$ cat src/rtl/serial_add_pkg.sv
// Shared definitions for the bit-serial adder: FSM state encoding and default operand width.
// The optional overflow output is controlled by SERIAL_ADD_OVF_EN (see serial_add_if / serial_add_ctrl).
package serial_add_pkg;

  localparam int DEFAULT_WIDTH = 20;

  typedef enum logic [1:0] {
    IDLE = 2'd0,
    RUN  = 2'd1,
    DONE = 2'd2
  } state_t;

endpackage

$ cat src/rtl/serial_add_if.sv
// Request/result bundle for serial_add_ctrl; the requester drives master, the adder implements slave.
// With SERIAL_ADD_OVF_EN defined the bundle also carries the signed-overflow flag ovf.
interface serial_add_if
  import serial_add_pkg::*;
#(
  parameter int WIDTH = DEFAULT_WIDTH
) ();

  logic             start;
  logic [WIDTH-1:0] a;
  logic [WIDTH-1:0] b;
  logic             cin;
  logic             busy;
  logic             done;
  logic [WIDTH-1:0] sum;
  logic             cout;
`ifdef SERIAL_ADD_OVF_EN
  logic             ovf;

  modport master (output start, a, b, cin, input busy, done, sum, cout, ovf);
  modport slave  (input start, a, b, cin, output busy, done, sum, cout, ovf);
`else
  modport master (output start, a, b, cin, input busy, done, sum, cout);
  modport slave  (input start, a, b, cin, output busy, done, sum, cout);
`endif

endinterface

$ cat src/rtl/serial_add_full_adder.sv
// One-bit combinational full adder used as the time-multiplexed slice of serial_add_ctrl.
module full_adder (
  input  logic x,
  input  logic y,
  input  logic ci,
  output logic s,
  output logic co
);

  logic p;

  assign p  = x ^ y;
  assign s  = p ^ ci;
  assign co = (x & y) | (ci & p);

endmodule

$ cat src/rtl/serial_add_ctrl.sv
// Bit-serial adder: {cout,sum} = a + b + cin over WIDTH cycles, LSB first, through one full_adder.
// Define SERIAL_ADD_OVF_EN to add the registered signed-overflow output ovf.
module serial_add_ctrl
  import serial_add_pkg::*;
#(
  parameter int WIDTH = DEFAULT_WIDTH
) (
  input  logic        clk,
  input  logic        rst_n,
  serial_add_if.slave bus
);

  localparam int CNT_W = $clog2(WIDTH);
  localparam logic [CNT_W-1:0] CNT_LAST = CNT_W'(WIDTH - 1);

  state_t             state_q, state_d;
  logic [CNT_W-1:0]   cnt_q, cnt_d;
  logic               carry_q, carry_d;
  logic               busy_q, busy_d;
  logic               done_q, done_d;
  logic [WIDTH-1:0]   sum_q, sum_d;
  logic               cout_q, cout_d;
  logic [WIDTH-1:0]   a_sh_q, a_sh_d;
  logic [WIDTH-1:0]   b_sh_q, b_sh_d;
  logic [WIDTH-2:0]   res_sh_q, res_sh_d;
  logic [WIDTH-1:0]   res_next;
  logic               fa_s, fa_co;
`ifdef SERIAL_ADD_OVF_EN
  logic               ovf_q, ovf_d;
`endif

  full_adder u_slice (
    .x  (a_sh_q[0]),
    .y  (b_sh_q[0]),
    .ci (carry_q),
    .s  (fa_s),
    .co (fa_co)
  );

  // Result bits enter at the MSB end; after WIDTH shifts bit 0 of a+b sits at sum[0].
  assign res_next = {fa_s, res_sh_q};

  always_comb begin
    state_d  = state_q;
    cnt_d    = cnt_q;
    carry_d  = carry_q;
    busy_d   = busy_q;
    done_d   = 1'b0;
    sum_d    = sum_q;
    cout_d   = cout_q;
    a_sh_d   = a_sh_q;
    b_sh_d   = b_sh_q;
    res_sh_d = res_sh_q;
`ifdef SERIAL_ADD_OVF_EN
    ovf_d    = ovf_q;
`endif
    case (state_q)
      IDLE: begin
        busy_d = 1'b0;
        if (bus.start) begin
          state_d = RUN;
          busy_d  = 1'b1;
          a_sh_d  = bus.a;
          b_sh_d  = bus.b;
          carry_d = bus.cin;
          cnt_d   = '0;
        end
      end
      RUN: begin
        a_sh_d   = a_sh_q >> 1;
        b_sh_d   = b_sh_q >> 1;
        res_sh_d = res_next[WIDTH-1:1];
        carry_d  = fa_co;
        cnt_d    = cnt_q + CNT_W'(1);
        if (cnt_q == CNT_LAST) begin
          // Shadow result is published only here, so sum/cout never show partial bits.
          state_d = DONE;
          done_d  = 1'b1;
          sum_d   = res_next;
          cout_d  = fa_co;
          cnt_d   = '0;
`ifdef SERIAL_ADD_OVF_EN
          ovf_d   = carry_q ^ fa_co;
`endif
        end
      end
      DONE: begin
        state_d = IDLE;
        busy_d  = 1'b0;
      end
      default: begin
        state_d = IDLE;
        busy_d  = 1'b0;
      end
    endcase
  end

  always_ff @(posedge clk or negedge rst_n) begin
    if (!rst_n) begin
      state_q <= IDLE;
      cnt_q   <= '0;
      carry_q <= 1'b0;
      busy_q  <= 1'b0;
      done_q  <= 1'b0;
      sum_q   <= '0;
      cout_q  <= 1'b0;
`ifdef SERIAL_ADD_OVF_EN
      ovf_q   <= 1'b0;
`endif
    end else begin
      state_q <= state_d;
      cnt_q   <= cnt_d;
      carry_q <= carry_d;
      busy_q  <= busy_d;
      done_q  <= done_d;
      sum_q   <= sum_d;
      cout_q  <= cout_d;
`ifdef SERIAL_ADD_OVF_EN
      ovf_q   <= ovf_d;
`endif
    end
  end

  // Operand and partial-result shifters are always reloaded before use, so they carry no reset.
  always_ff @(posedge clk) begin
    a_sh_q   <= a_sh_d;
    b_sh_q   <= b_sh_d;
    res_sh_q <= res_sh_d;
  end

  assign bus.busy = busy_q;
  assign bus.done = done_q;
  assign bus.sum  = sum_q;
  assign bus.cout = cout_q;
`ifdef SERIAL_ADD_OVF_EN
  assign bus.ovf  = ovf_q;
`endif

endmodule

$ cat src/flat_wrapper.sv
// flat-port wrapper written by rule: the top's interface ports become plain ports
module serial_add_ctrl_flat import serial_add_pkg::*;
#(
  parameter int WIDTH = DEFAULT_WIDTH
)
  (clk, rst_n, bus_start, bus_a, bus_b, bus_cin, bus_busy, bus_done, bus_sum, bus_cout);
  serial_add_if #(.WIDTH(WIDTH)) bus_i ();
  input  logic clk;
  input  logic rst_n;
  input wire logic [$bits(bus_i.start)-1:0] bus_start;
  input wire logic [$bits(bus_i.a)-1:0] bus_a;
  input wire logic [$bits(bus_i.b)-1:0] bus_b;
  input wire logic [$bits(bus_i.cin)-1:0] bus_cin;
  output wire logic [$bits(bus_i.busy)-1:0] bus_busy;
  output wire logic [$bits(bus_i.done)-1:0] bus_done;
  output wire logic [$bits(bus_i.sum)-1:0] bus_sum;
  output wire logic [$bits(bus_i.cout)-1:0] bus_cout;
  assign bus_i.start = bus_start;
  assign bus_i.a = bus_a;
  assign bus_i.b = bus_b;
  assign bus_i.cin = bus_cin;
  assign bus_busy = bus_i.busy;
  assign bus_done = bus_i.done;
  assign bus_sum = bus_i.sum;
  assign bus_cout = bus_i.cout;
  serial_add_ctrl #(.WIDTH(WIDTH)) u_core (.clk(clk), .rst_n(rst_n), .bus(bus_i));
endmodule
$ cat config.mk
export PLATFORM = sky130hd
export DESIGN_NAME = serial_add_ctrl_flat
export DESIGN_NICKNAME = d
export VERILOG_FILES = /design/src/rtl/serial_add_pkg.sv /design/src/rtl/serial_add_if.sv /design/src/rtl/serial_add_full_adder.sv /design/src/rtl/serial_add_ctrl.sv /design/src/flat_wrapper.sv
export SDC_FILE = /design/constraint.sdc
export NUM_CORES = 1
export LEC_CHECK = 0
export CAP_MARGIN = 20
export CELL_PAD_IN_SITES_DETAIL_PLACEMENT = 1
export CELL_PAD_IN_SITES_GLOBAL_PLACEMENT = 1
export CORE_MARGIN = 2
export CORE_UTILIZATION = 47
export CTS_CLUSTER_SIZE = 25
export DETAILED_ROUTE_END_ITERATION = 6
export PLACE_DENSITY = 0.89
export SYNTH_ARGS = -nofsm -noshare
export SYNTH_HDL_FRONTEND = slang
export SYNTH_SLANG_ARGS = --single-unit
$ cat constraint.sdc
create_clock -name clk -period 3.7 [get_ports clk]
set_clock_uncertainty 0.2 [all_clocks]
set_input_delay 0.74 -clock clk [delete_from_list [all_inputs] [get_ports clk]]
set_output_delay 0.74 -clock clk [all_outputs]
set_load 0.01 [all_outputs]
* Word-level counts from Yosys, hierarchy flattened
Index checks and enable logic that the tools add are counted. W data, S select, Z words.
Word-level totals: register bits after elaboration 90, input bits 44, output and inout port bits 23
Cells by class: add/subtract/negate cells 1, equality and inequality tests 4, mux-type cells 16, bitwise gates (word level) 5, reductions and logical operators 5
Operators by type and width (number):
- $pmux W20 S2 | 2
- $mux W20 | 2
- $mux W5 | 2
- $pmux W5 S2 | 1
- $reduce_and A2 Y1 | 3
- $add A5 B1 Y5 const B | 1
- $eq A5 B5 Y1 const B | 1
- $mux W1 | 4
- $mux W2 | 2
- $pmux W1 S2 | 2
- $pmux W2 S2 | 1
- $and A1 B1 Y1 | 2
- $eq A2 B1 Y1 const B | 1
- $logic_not A2 Y1 | 1
- $ne A2 B1 Y1 const B | 1
- $ne A2 B2 Y1 const B | 1
- $reduce_bool A2 Y1 | 1
- $xor A1 B1 Y1 | 2
- $or A1 B1 Y1 | 1

* Longest topological paths before layout
Gate-level depths: netlist (run 1).
depth in word-level cells 4, mapped depth 6, depth with buffers taken out 4

* By module
From an unflattened synthesis (run 1), not the netlist that was laid out.
Second synthesis, totals: cell total of the unflattened synthesis 195, area total of the unflattened synthesis 3623.5 µm²
By module, submodules not included:
- serial_add_ctrl | times used 1, cells an instance 194, area each 3603.5 µm², sequential area each 2547.4 µm²
- full_adder | times used 1, cells an instance 1, area each 20.0 µm², sequential area each 0.0 µm²

* Worst setup path before layout (run 1)
OpenSTA, ideal clock, no wires.
kind in2reg, from input port bus_start, to register u_core.a_sh_q[0] (enable), library setup time 0.394 ns, data arrival time 1.671 ns, path slack 1.435 ns, cell stages on the path 2, cells stage by stage o21bai_1 inv_1
On the way: cells in the longest elaborated chain, start to end 2
Ends and longest elaborated chain:
- start: declaration | RTL line flat_wrapper.sv:10 | input wire logic [$bits(bus_i.start)-1:0] bus_start;
- $ne A2 B2 Y1 (no source line)
- $reduce_and A2 Y1 (no source line)
- end signal: assignment | RTL line serial_add_ctrl.sv:126 | a_sh_q <= a_sh_d;
- end: declaration | RTL line serial_add_ctrl.sv:23 | logic [WIDTH-1:0] a_sh_q, a_sh_d;
Every way passes these cells. A chain may end at the register's enable or synchronous reset.

* Worst setup path after layout (run 1)
from register u_core.cnt_q[0], to register u_core.sum_q[12] (netlist: u_core.bus.sum[12])
On the way: cells in the longest elaborated chain, start to end 2
Ends and longest elaborated chain:
- start: declaration | RTL line serial_add_ctrl.sv:17 | logic [CNT_W-1:0] cnt_q, cnt_d;
- start signal: assignment | RTL line serial_add_ctrl.sv:112 | cnt_q <= cnt_d;
- $eq A5 B5 Y1 | RTL line serial_add_ctrl.sv:75 | if (cnt_q == CNT_LAST) begin
- $reduce_and A2 Y1 (no source line)
- end signal: assignment | RTL line serial_add_ctrl.sv:116 | sum_q <= sum_d;
- end: declaration | RTL line serial_add_ctrl.sv:21 | logic [WIDTH-1:0] sum_q, sum_d;
Every way passes these cells.

==> results of run 1 <==
[cells in the final DEF, fill, tap and decap left out, drive strengths merged, types with 2 or more instances in the layout]
master and count:
a21oi 2, buf 5, clkbuf 13, clkdlybuf4s50 66
dfrtp 31, edfxtp 59, inv 5, mux2 59
mux2i 2, nand2 4, nand2b 2, nand3 3
nor2b 4, o211ai 2, o21ai 3
[worst min-delay path by stage]
stage	cells after the start	start	slack (ns)	to
after floorplan	0	u_core.res_sh_q[11]$_DFFE_PP_	0.22	u_core.res_sh_q[10]$_DFFE_PP_
after global placement	0	u_core.res_sh_q[16]$_DFFE_PP_	0.23	u_core.res_sh_q[15]$_DFFE_PP_
after detailed placement	0	u_core.res_sh_q[16]$_DFFE_PP_	0.24	u_core.res_sh_q[15]$_DFFE_PP_
after CTS	0	u_core.res_sh_q[16]$_DFFE_PP_	0.26	u_core.res_sh_q[15]$_DFFE_PP_
after global routing	0	u_core.res_sh_q[1]$_DFFE_PP_	0.27	u_core.res_sh_q[0]$_DFFE_PP_
final	0	u_core.res_sh_q[1]$_DFFE_PP_	0.25	u_core.res_sh_q[0]$_DFFE_PP_
[state kept, by name, summed over array words and instances, names as in the netlist]
| name | count |
|---|---|
| u_core.cnt_q | 5 |
| u_core.state_q | 2 |
| u_core.carry_q | 1 |
| u_core.a_sh_q | 20 |
| u_core.b_sh_q | 20 |
| u_core.bus.done | 1 |
| u_core.res_sh_q | 19 |
| u_core.bus.sum | 20 |
| u_core.bus.busy | 1 |
| u_core.bus.cout | 1 |
[cells in the mapped netlist, drive strengths merged]
cell	count	area, um^2
ha	1	12.5
and2b	1	7.51
nand3	3	15.0
buf	8	73.8
dfrtp	31	776
nand2b	2	12.5
a221o	1	10.0
xor2	1	8.76
nor2	1	3.75
nand3b	1	7.51
inv	4	15.0
mux2i	2	20.0
fa	1	20.0
and3b	1	8.76
a21oi	2	10.0
edfxtp	59	1770
nand4bb	1	27.5
nand2	4	15.0
o21ai	3	15.0
nor2b	4	25.0
o21bai	1	7.51
mux2	59	732
a32o	1	10.0
o211ai	2	15.0
or3b	1	8.76
[per-layer routing]
metal,vias to the layer above,track usage [%],wire length (um)
met3,11,5.51,346
li1,878,-,-
met5,-,0,0
met4,0,6.34,108
met1,1001,21.2,2800
met2,68,31.6,3680
[cells by family after synthesis]
| group | count (synthesis) | synth area share, % |
|---|---|---|
| multiplexers | 61 | 20.7 |
| flip-flops | 90 | 70.2 |
| adder cells (fa/ha/maj) | 2 | 0.897 |
| AND/OR/NAND/NOR | 19 | 3.62 |
| buffers and inverters | 12 | 2.45 |
| XOR/XNOR | 1 | 0.241 |
| AO/OA/AOI/OAI | 10 | 1.86 |
[area by class of cell]
| type | instances | area [um^2] |
|---|---|---|
| Clock buffer | 13 | 170 |
| Clock inverter | 3 | 43.8 |
| Fill cell | 687 | 3010 |
| Inverter | 4 | 15.0 |
| Multi-Input combinational cell | 93 | 1000 |
| Sequential cell | 90 | 2550 |
| Tap cell | 102 | 128 |
| Timing Repair Buffer | 71 | 698 |
[critical path, cell delays in order (launching register included)]
cell       delay (ns)
dfrtp_1          0.40
ha_1             0.31
nand4bb_4        0.17
or3b_1           0.54
buf_4            0.31
mux2_4           0.33
[report_power, final]
part           total, mW  internal, mW  switching, mW
Combinational       1.24         0.750          0.492
Sequential          2.02          1.75          0.271
Clock              0.697         0.373          0.325
==> impl_metrics.prom, run 1 <==
# TYPE chip_impl_metric gauge
chip_impl_info{name="outcome",value="completed"} 1
chip_impl_info{name="cp-endpoint",value="u_core.bus.sum[12]$_DFFE_PN0P_"} 1
chip_impl_metric{name="grt_util_overall",unit="%"} 18.1
chip_impl_metric{name="hold-worst-slack",unit="ns"} 0.251
chip_impl_info{name="r2r-start",value="u_core.cnt_q[0]$_DFFE_PN0P_"} 1
chip_impl_info{name="cts_tree",value="yes"} 1
chip_impl_metric{name="power.density_cell_area",unit="nW/um^2"} 860
chip_impl_info{name="rsz0062_at_grt",value="no"} 1
chip_impl_metric{name="dr.pass1.iters",unit=""} 4
chip_impl_metric{name="postCtsResizedCells",unit=""} 0
chip_impl_metric{name="avgViaCountPerCell",unit=""} 5.21
chip_impl_metric{name="worst_reg_to_reg_cells",unit=""} 5
chip_impl_metric{name="wirelength",unit="mm"} 6.93
chip_impl_metric{name="syn_area_per_cell",unit="um^2"} 18.6
chip_impl_metric{name="worst-endpoint-arrival",unit="ns"} 2.41
chip_impl_metric{name="synth_cells",unit=""} 195
chip_impl_info{name="crit_start",value="u_core.cnt_q[0]$_DFFE_PN0P_"} 1
chip_impl_metric{name="drc_violations_left",unit=""} 0
chip_impl_metric{name="grt_antenna_before_repair",unit=""} 0
chip_impl_metric{name="initialDrtViolationCount",unit=""} 77
chip_impl_metric{name="post-cts-setup-buffers",unit=""} 0
chip_impl_metric{name="die_y",unit="um"} 91.9
chip_impl_info{name="startpoint_type",value="flip-flop"} 1
chip_impl_metric{name="place_area",unit="um^2"} 4390
chip_impl_metric{name="initial_utilization",unit="%"} 47.7
chip_impl_metric{name="synthToLayoutAreaGrowth",unit="%"} 26.8
chip_impl_metric{name="irDropWorstVdd",unit="mV"} 0.356
chip_impl_metric{name="synth_warnings",unit=""} 0
chip_impl_metric{name="final_util",unit="%"} 60.5
chip_impl_metric{name="cts_buffer_depth",unit=""} 2
chip_impl_metric{name="critPathRequiredTime",unit="ns"} 3.74
chip_impl_metric{name="die-area",unit="um^2"} 8440
chip_impl_metric{name="setup_viol_count_final",unit=""} 0
chip_impl_metric{name="period_needed",unit="ns"} 2.38
chip_impl_metric{name="total_leakage_power",unit="nW"} 1.87
chip_impl_metric{name="num_rows",unit=""} 32
chip_impl_metric{name="grt_start_max_net_pins",unit=""} 41
chip_impl_metric{name="grt.overflow.total",unit=""} 0
chip_impl_metric{name="port_buffers",unit=""} 66
chip_impl_metric{name="htree_levels",unit=""} 3
chip_impl_metric{name="place_worst_setup_slack",unit="ns"} 1.11
chip_impl_metric{name="synth_area",unit="um^2"} 3630
chip_impl_metric{name="layout.cell_area.non_filler",unit="um^2"} 4600
chip_impl_metric{name="worst_slew_pin_slew",unit="ns"} 0.716
chip_impl_metric{name="cp_max_fo",unit=""} 18
chip_impl_metric{name="design.core.area",unit="um^2"} 7610
chip_impl_metric{name="post_route_antenna_net_violation_count",unit=""} 0
chip_impl_metric{name="chipWidth",unit="um"} 91.9
chip_impl_info{name="hold_path.class",value="reg2reg"} 1
chip_impl_metric{name="r2r_setup_slack",unit="ns"} 1.32
chip_impl_metric{name="hold_viol",unit=""} 0
chip_impl_metric{name="worst_skew_pair.late_latency",unit="ns"} 0.35
chip_impl_metric{name="synth-seq-area-share",unit="%"} 70.2
chip_impl_metric{name="timing.final.crit_share",unit="%"} 64.3
chip_impl_metric{name="place_congestion",unit=""} 0.784
chip_impl_metric{name="achievable-frequency",unit="MHz"} 421
chip_impl_metric{name="power.total",unit="mW"} 3.96
chip_impl_metric{name="max_cap_violations",unit=""} 0
chip_impl_metric{name="first_pass_grt_wire_length",unit="mm"} 11.3
chip_impl_metric{name="timing.final.max_slew_violations",unit=""} 0
chip_impl_metric{name="dr_total_vias",unit=""} 1958
chip_impl_metric{name="final_routed_wire_length_divided_by_cell_count",unit="um"} 18.4
chip_impl_info{name="crit-reg2reg-capture",value="u_core.bus.sum[12]$_DFFE_PN0P_"} 1
chip_impl_info{name="setup.worst_path.class",value="reg2reg"} 1
chip_impl_metric{name="final_layout_size_suffix_gt1_share",unit="%"} 29.2
chip_impl_metric{name="finish.cell_count_without_fillers",unit=""} 376
chip_impl_metric{name="num-nets-final",unit=""} 315
chip_impl_metric{name="place.detailed.hpwl",unit="mm"} 4.97
chip_impl_metric{name="maxSlewHeadroom",unit="%"} 52.2
chip_impl_info{name="critPathCaptureType",value="flip-flop"} 1
chip_impl_metric{name="io-pin-count",unit=""} 67
chip_impl_metric{name="postSynthNetCount",unit=""} 241
chip_impl_info{name="clk_root_buffer_cell",value="clkbuf_8"} 1
chip_impl_metric{name="post-route-worst-setup-slack",unit="ns"} 1.32
chip_impl_metric{name="insertedDiodeCount",unit=""} 0
chip_impl_metric{name="clk_pin_slew",unit="ns"} 0.09
chip_impl_metric{name="setup_tns",unit="ns"} 0
chip_impl_metric{name="number_of_global_route_vias_before_repair",unit=""} 2148
chip_impl_metric{name="numCtsBuffers",unit=""} 9
chip_impl_metric{name="dp_cells",unit=""} 360
chip_impl_metric{name="ys_seq_elements",unit=""} 90
chip_impl_metric{name="synth_cell_type_count",unit=""} 29
chip_impl_metric{name="post_cts_hold_buffer_count",unit=""} 0
chip_impl_metric{name="clkSinkCount",unit=""} 90
Note: power is estimated with default switching activity, not from simulation.
==> inputs of run 2 (changes only) <==
--- a/config.mk
+++ b/config.mk
@@ -9,10 +9,10 @@
 export CELL_PAD_IN_SITES_DETAIL_PLACEMENT = 1
 export CELL_PAD_IN_SITES_GLOBAL_PLACEMENT = 1
 export CORE_MARGIN = 2
-export CORE_UTILIZATION = 47
+export CORE_UTILIZATION = 39
 export CTS_CLUSTER_SIZE = 25
 export DETAILED_ROUTE_END_ITERATION = 6
-export PLACE_DENSITY = 0.89
+export PLACE_DENSITY = 0.79
 export SYNTH_ARGS = -nofsm -noshare
 export SYNTH_HDL_FRONTEND = slang
 export SYNTH_SLANG_ARGS = --single-unit
==> constraint.sdc (replaced) <==
create_clock -name clk -period 2 [get_ports clk]
set_clock_uncertainty 0.2 [all_clocks]
set_input_delay 0.4 -clock clk [delete_from_list [all_inputs] [get_ports clk]]
set_output_delay 0.4 -clock clk [all_outputs]
set_load 0.01 [all_outputs]
==> run 2 against run 1 <==
Against the previous run:
- worst hold slack about the same
- via count down 2.8%
- sequential share of layout area down 1.4 points
- flip-flop and latch count unchanged
==> impl_metrics.prom, run 2 (synthesized netlist as in run 1, its figures left out) <==
# TYPE chip_impl_metric gauge
chip_impl_metric{name="grt_start_max_net_pins",unit=""} 43
chip_impl_metric{name="numCtsBuffers",unit=""} 9
chip_impl_metric{name="detailroute.wirelength.met2",unit="mm"} 3.05
chip_impl_info{name="startpoint_type",value="flip-flop"} 1
chip_impl_metric{name="place_congestion",unit=""} 0.727
chip_impl_info{name="hold_path.class",value="reg2reg"} 1
chip_impl_info{name="setup.worst_path.class",value="reg2reg"} 1
chip_impl_metric{name="worst_slew_pin_slew",unit="ns"} 0.397
chip_impl_metric{name="dr_total_vias",unit=""} 1904
chip_impl_metric{name="critPathRequiredTime",unit="ns"} 2.02
chip_impl_metric{name="detail_route.wirelength.met1",unit="mm"} 2.82
chip_impl_metric{name="grt_util_overall",unit="%"} 13.5
chip_impl_metric{name="setup_viol_count_final",unit=""} 0
chip_impl_metric{name="port_buffers",unit=""} 66
chip_impl_metric{name="place.detailed.hpwl",unit="mm"} 4.42
chip_impl_info{name="worst_hold_startpoint",value="u_core.res_sh_q[11]$_DFFE_PP_"} 1
chip_impl_metric{name="chipWidth",unit="um"} 100
chip_impl_metric{name="avgViaCountPerCell",unit=""} 4.84
chip_impl_metric{name="number_of_global_route_vias_before_repair",unit=""} 2045
chip_impl_info{name="worstHoldEndpoint",value="u_core.res_sh_q[10]$_DFFE_PP_"} 1
chip_impl_metric{name="irDropWorstVdd",unit="mV"} 0.623
chip_impl_metric{name="met3RoutedLength",unit="um"} 356
chip_impl_metric{name="worst_skew_pair.late_latency",unit="ns"} 0.34
chip_impl_metric{name="total_leakage_power",unit="nW"} 1.92
chip_impl_metric{name="cts_buffer_depth",unit=""} 2
chip_impl_metric{name="worst_reg_to_reg_cells",unit=""} 5
chip_impl_metric{name="initial_utilization",unit="%"} 39.6
chip_impl_metric{name="drc_violations_left",unit=""} 0
chip_impl_metric{name="die_y",unit="um"} 100
chip_impl_metric{name="power.density_cell_area",unit="nW/um^2"} 1570
chip_impl_info{name="cts_tree",value="yes"} 1
chip_impl_info{name="outcome",value="completed"} 1
chip_impl_metric{name="final_routed_wire_length_divided_by_cell_count",unit="um"} 16.0
chip_impl_info{name="r2r-start",value="u_core.cnt_q[0]$_DFFE_PN0P_"} 1
chip_impl_metric{name="synthToLayoutAreaGrowth",unit="%"} 30.2
chip_impl_info{name="crit-reg2reg-capture",value="u_core.bus.sum[14]$_DFFE_PN0P_"} 1
chip_impl_metric{name="first_pass_grt_wire_length",unit="mm"} 10.4
chip_impl_metric{name="worst-endpoint-arrival",unit="ns"} 1.95
chip_impl_metric{name="hold-worst-slack",unit="ns"} 0.252
chip_impl_metric{name="period_needed",unit="ns"} 1.93
chip_impl_info{name="mostFrequentLayoutCells",value="66 x clkdlybuf4s50_1, 59 x edfxtp_1, 41 x mux2_2"} 1
chip_impl_info{name="rsz0062_at_grt",value="no"} 1
chip_impl_info{name="critPathCaptureType",value="flip-flop"} 1
chip_impl_metric{name="initialDrtViolationCount",unit=""} 63
chip_impl_metric{name="fillerInstances",unit=""} 861
chip_impl_metric{name="num-nets-final",unit=""} 323
chip_impl_metric{name="hold_viol",unit=""} 0
chip_impl_metric{name="grt.overflow.total",unit=""} 0
chip_impl_metric{name="clk_pin_slew",unit="ns"} 0.08
chip_impl_metric{name="layout.cell_area.non_filler",unit="um^2"} 4720
chip_impl_metric{name="wirelength",unit="mm"} 6.30
chip_impl_metric{name="max_cap_violations",unit=""} 0
chip_impl_metric{name="setup_tns",unit="ns"} 0
chip_impl_metric{name="post_route_antenna_net_violation_count",unit=""} 0
chip_impl_info{name="most_common_cell_after_layout_fill_and_taps_aside",value="clkdlybuf4s50_1"} 1
chip_impl_metric{name="final_layout_size_suffix_gt1_share",unit="%"} 31.9
chip_impl_metric{name="num_rows",unit=""} 35
chip_impl_metric{name="grt_antenna_before_repair",unit=""} 0
chip_impl_metric{name="design.core.area",unit="um^2"} 9150
chip_impl_metric{name="dr.pass1.iters",unit=""} 4
chip_impl_info{name="clk_root_buffer_cell",value="clkbuf_8"} 1
chip_impl_metric{name="timing.final.max_slew_violations",unit=""} 0
chip_impl_metric{name="maxSlewHeadroom",unit="%"} 73.5
chip_impl_metric{name="clkSinkCount",unit=""} 90
chip_impl_info{name="top_signal_layer_used",value="met4"} 1
chip_impl_metric{name="insertedDiodeCount",unit=""} 0
chip_impl_metric{name="place_area",unit="um^2"} 4500
chip_impl_metric{name="multiInputGateArea",unit="um^2"} 1020
chip_impl_metric{name="die-area",unit="um^2"} 10100
chip_impl_metric{name="worstHoldPathCells",unit=""} 0
chip_impl_metric{name="io-pin-count",unit=""} 67
chip_impl_metric{name="cp_max_fo",unit=""} 23
chip_impl_metric{name="r2r_setup_slack",unit="ns"} 0.07
chip_impl_metric{name="ff_latch_area",unit="um^2"} 2550
chip_impl_metric{name="achievable-frequency",unit="MHz"} 518
chip_impl_metric{name="htree_levels",unit=""} 3
chip_impl_metric{name="timing.final.crit_share",unit="%"} 96.5
## run 2: repair_timing
action | in CTS | in global routing
gates resized for setup | 0 | 3
setup endpoints to repair | 0 | 21
buffers inserted | 0 | 1
hold buffers | 0 | 0
## run 2: cell type report
class / count / area share (%)
inverters: 4 / 0.397
well taps: 111 / 2.94
repair buffers: 79 / 16.8
clock inverters: 3 / 1.38
multi-input cells: 93 / 21.6
clock buffers: 13 / 2.94
flip-flops and latches: 90 / 53.9
## run 2: how the worst max path moves through the flow
| stage | from | depth (start not counted) | slack, ns | endpoint |
|---|---|---|---|---|
| 2_1_floorplan | u_core.cnt_q[0]$_DFFE_PN0P_ | 6 | 0.02 | u_core.bus.cout$_DFFE_PN0P_ |
| 3_5_place_dp | u_core.cnt_q[1]$_DFFE_PN0P_ | 5 | 0.03 | u_core.bus.sum[3]$_DFFE_PN0P_ |
| 5_1_grt | u_core.cnt_q[0]$_DFFE_PN0P_ | 5 | 0.01 | u_core.bus.sum[14]$_DFFE_PN0P_ |
| 4_1_cts | u_core.cnt_q[1]$_DFFE_PN0P_ | 5 | 0.02 | u_core.bus.sum[2]$_DFFE_PN0P_ |
| 6_report | u_core.cnt_q[0]$_DFFE_PN0P_ | 5 | 0.07 | u_core.bus.sum[14]$_DFFE_PN0P_ |
| 3_3_place_gp | u_core.cnt_q[1]$_DFFE_PN0P_ | 5 | 0.09 | u_core.bus.sum[16]$_DFFE_PN0P_ |
## run 2: stage by stage
stage          worst slack, ns  power [mW]  utilization (%)  instances
3_3_place_gp            0.0935        6.02             49.1        376
3_5_place_dp            0.0269        6.18             49.1        376
2_1_floorplan           0.0245        5.05                -        195
4_1_cts                 0.0177        7.49             51.4        392
5_1_grt                 0.0115        7.85             51.6        393
6_report                0.0695        7.41             51.6        393
## run 2: per-layer routing
metal | vias to the layer above | track usage (%)
met5 | - | 0
met4 | 0 | 4.43
met3 | 9 | 4.30
met2 | 61 | 21.7
met1 | 941 | 17.5
li1 | 893 | -
## run 2: critical path: stages, from the launching register on
cell and delay [ns]:
dfrtp_1 0.41, ha_4 0.17, nand4bb_4 0.12, or3b_4 0.41
buf_12 0.18, mux2_4 0.30
## run 2: where the power goes
| group | switching (mW) | internal (mW) | leakage [nW] |
|---|---|---|---|
| logic | 0.927 | 1.53 | 0.826 |
| clock network | 0.583 | 0.705 | 0.102 |
| registers | 0.442 | 3.22 | 0.997 |
| total | 1.95 | 5.46 | 1.92 |
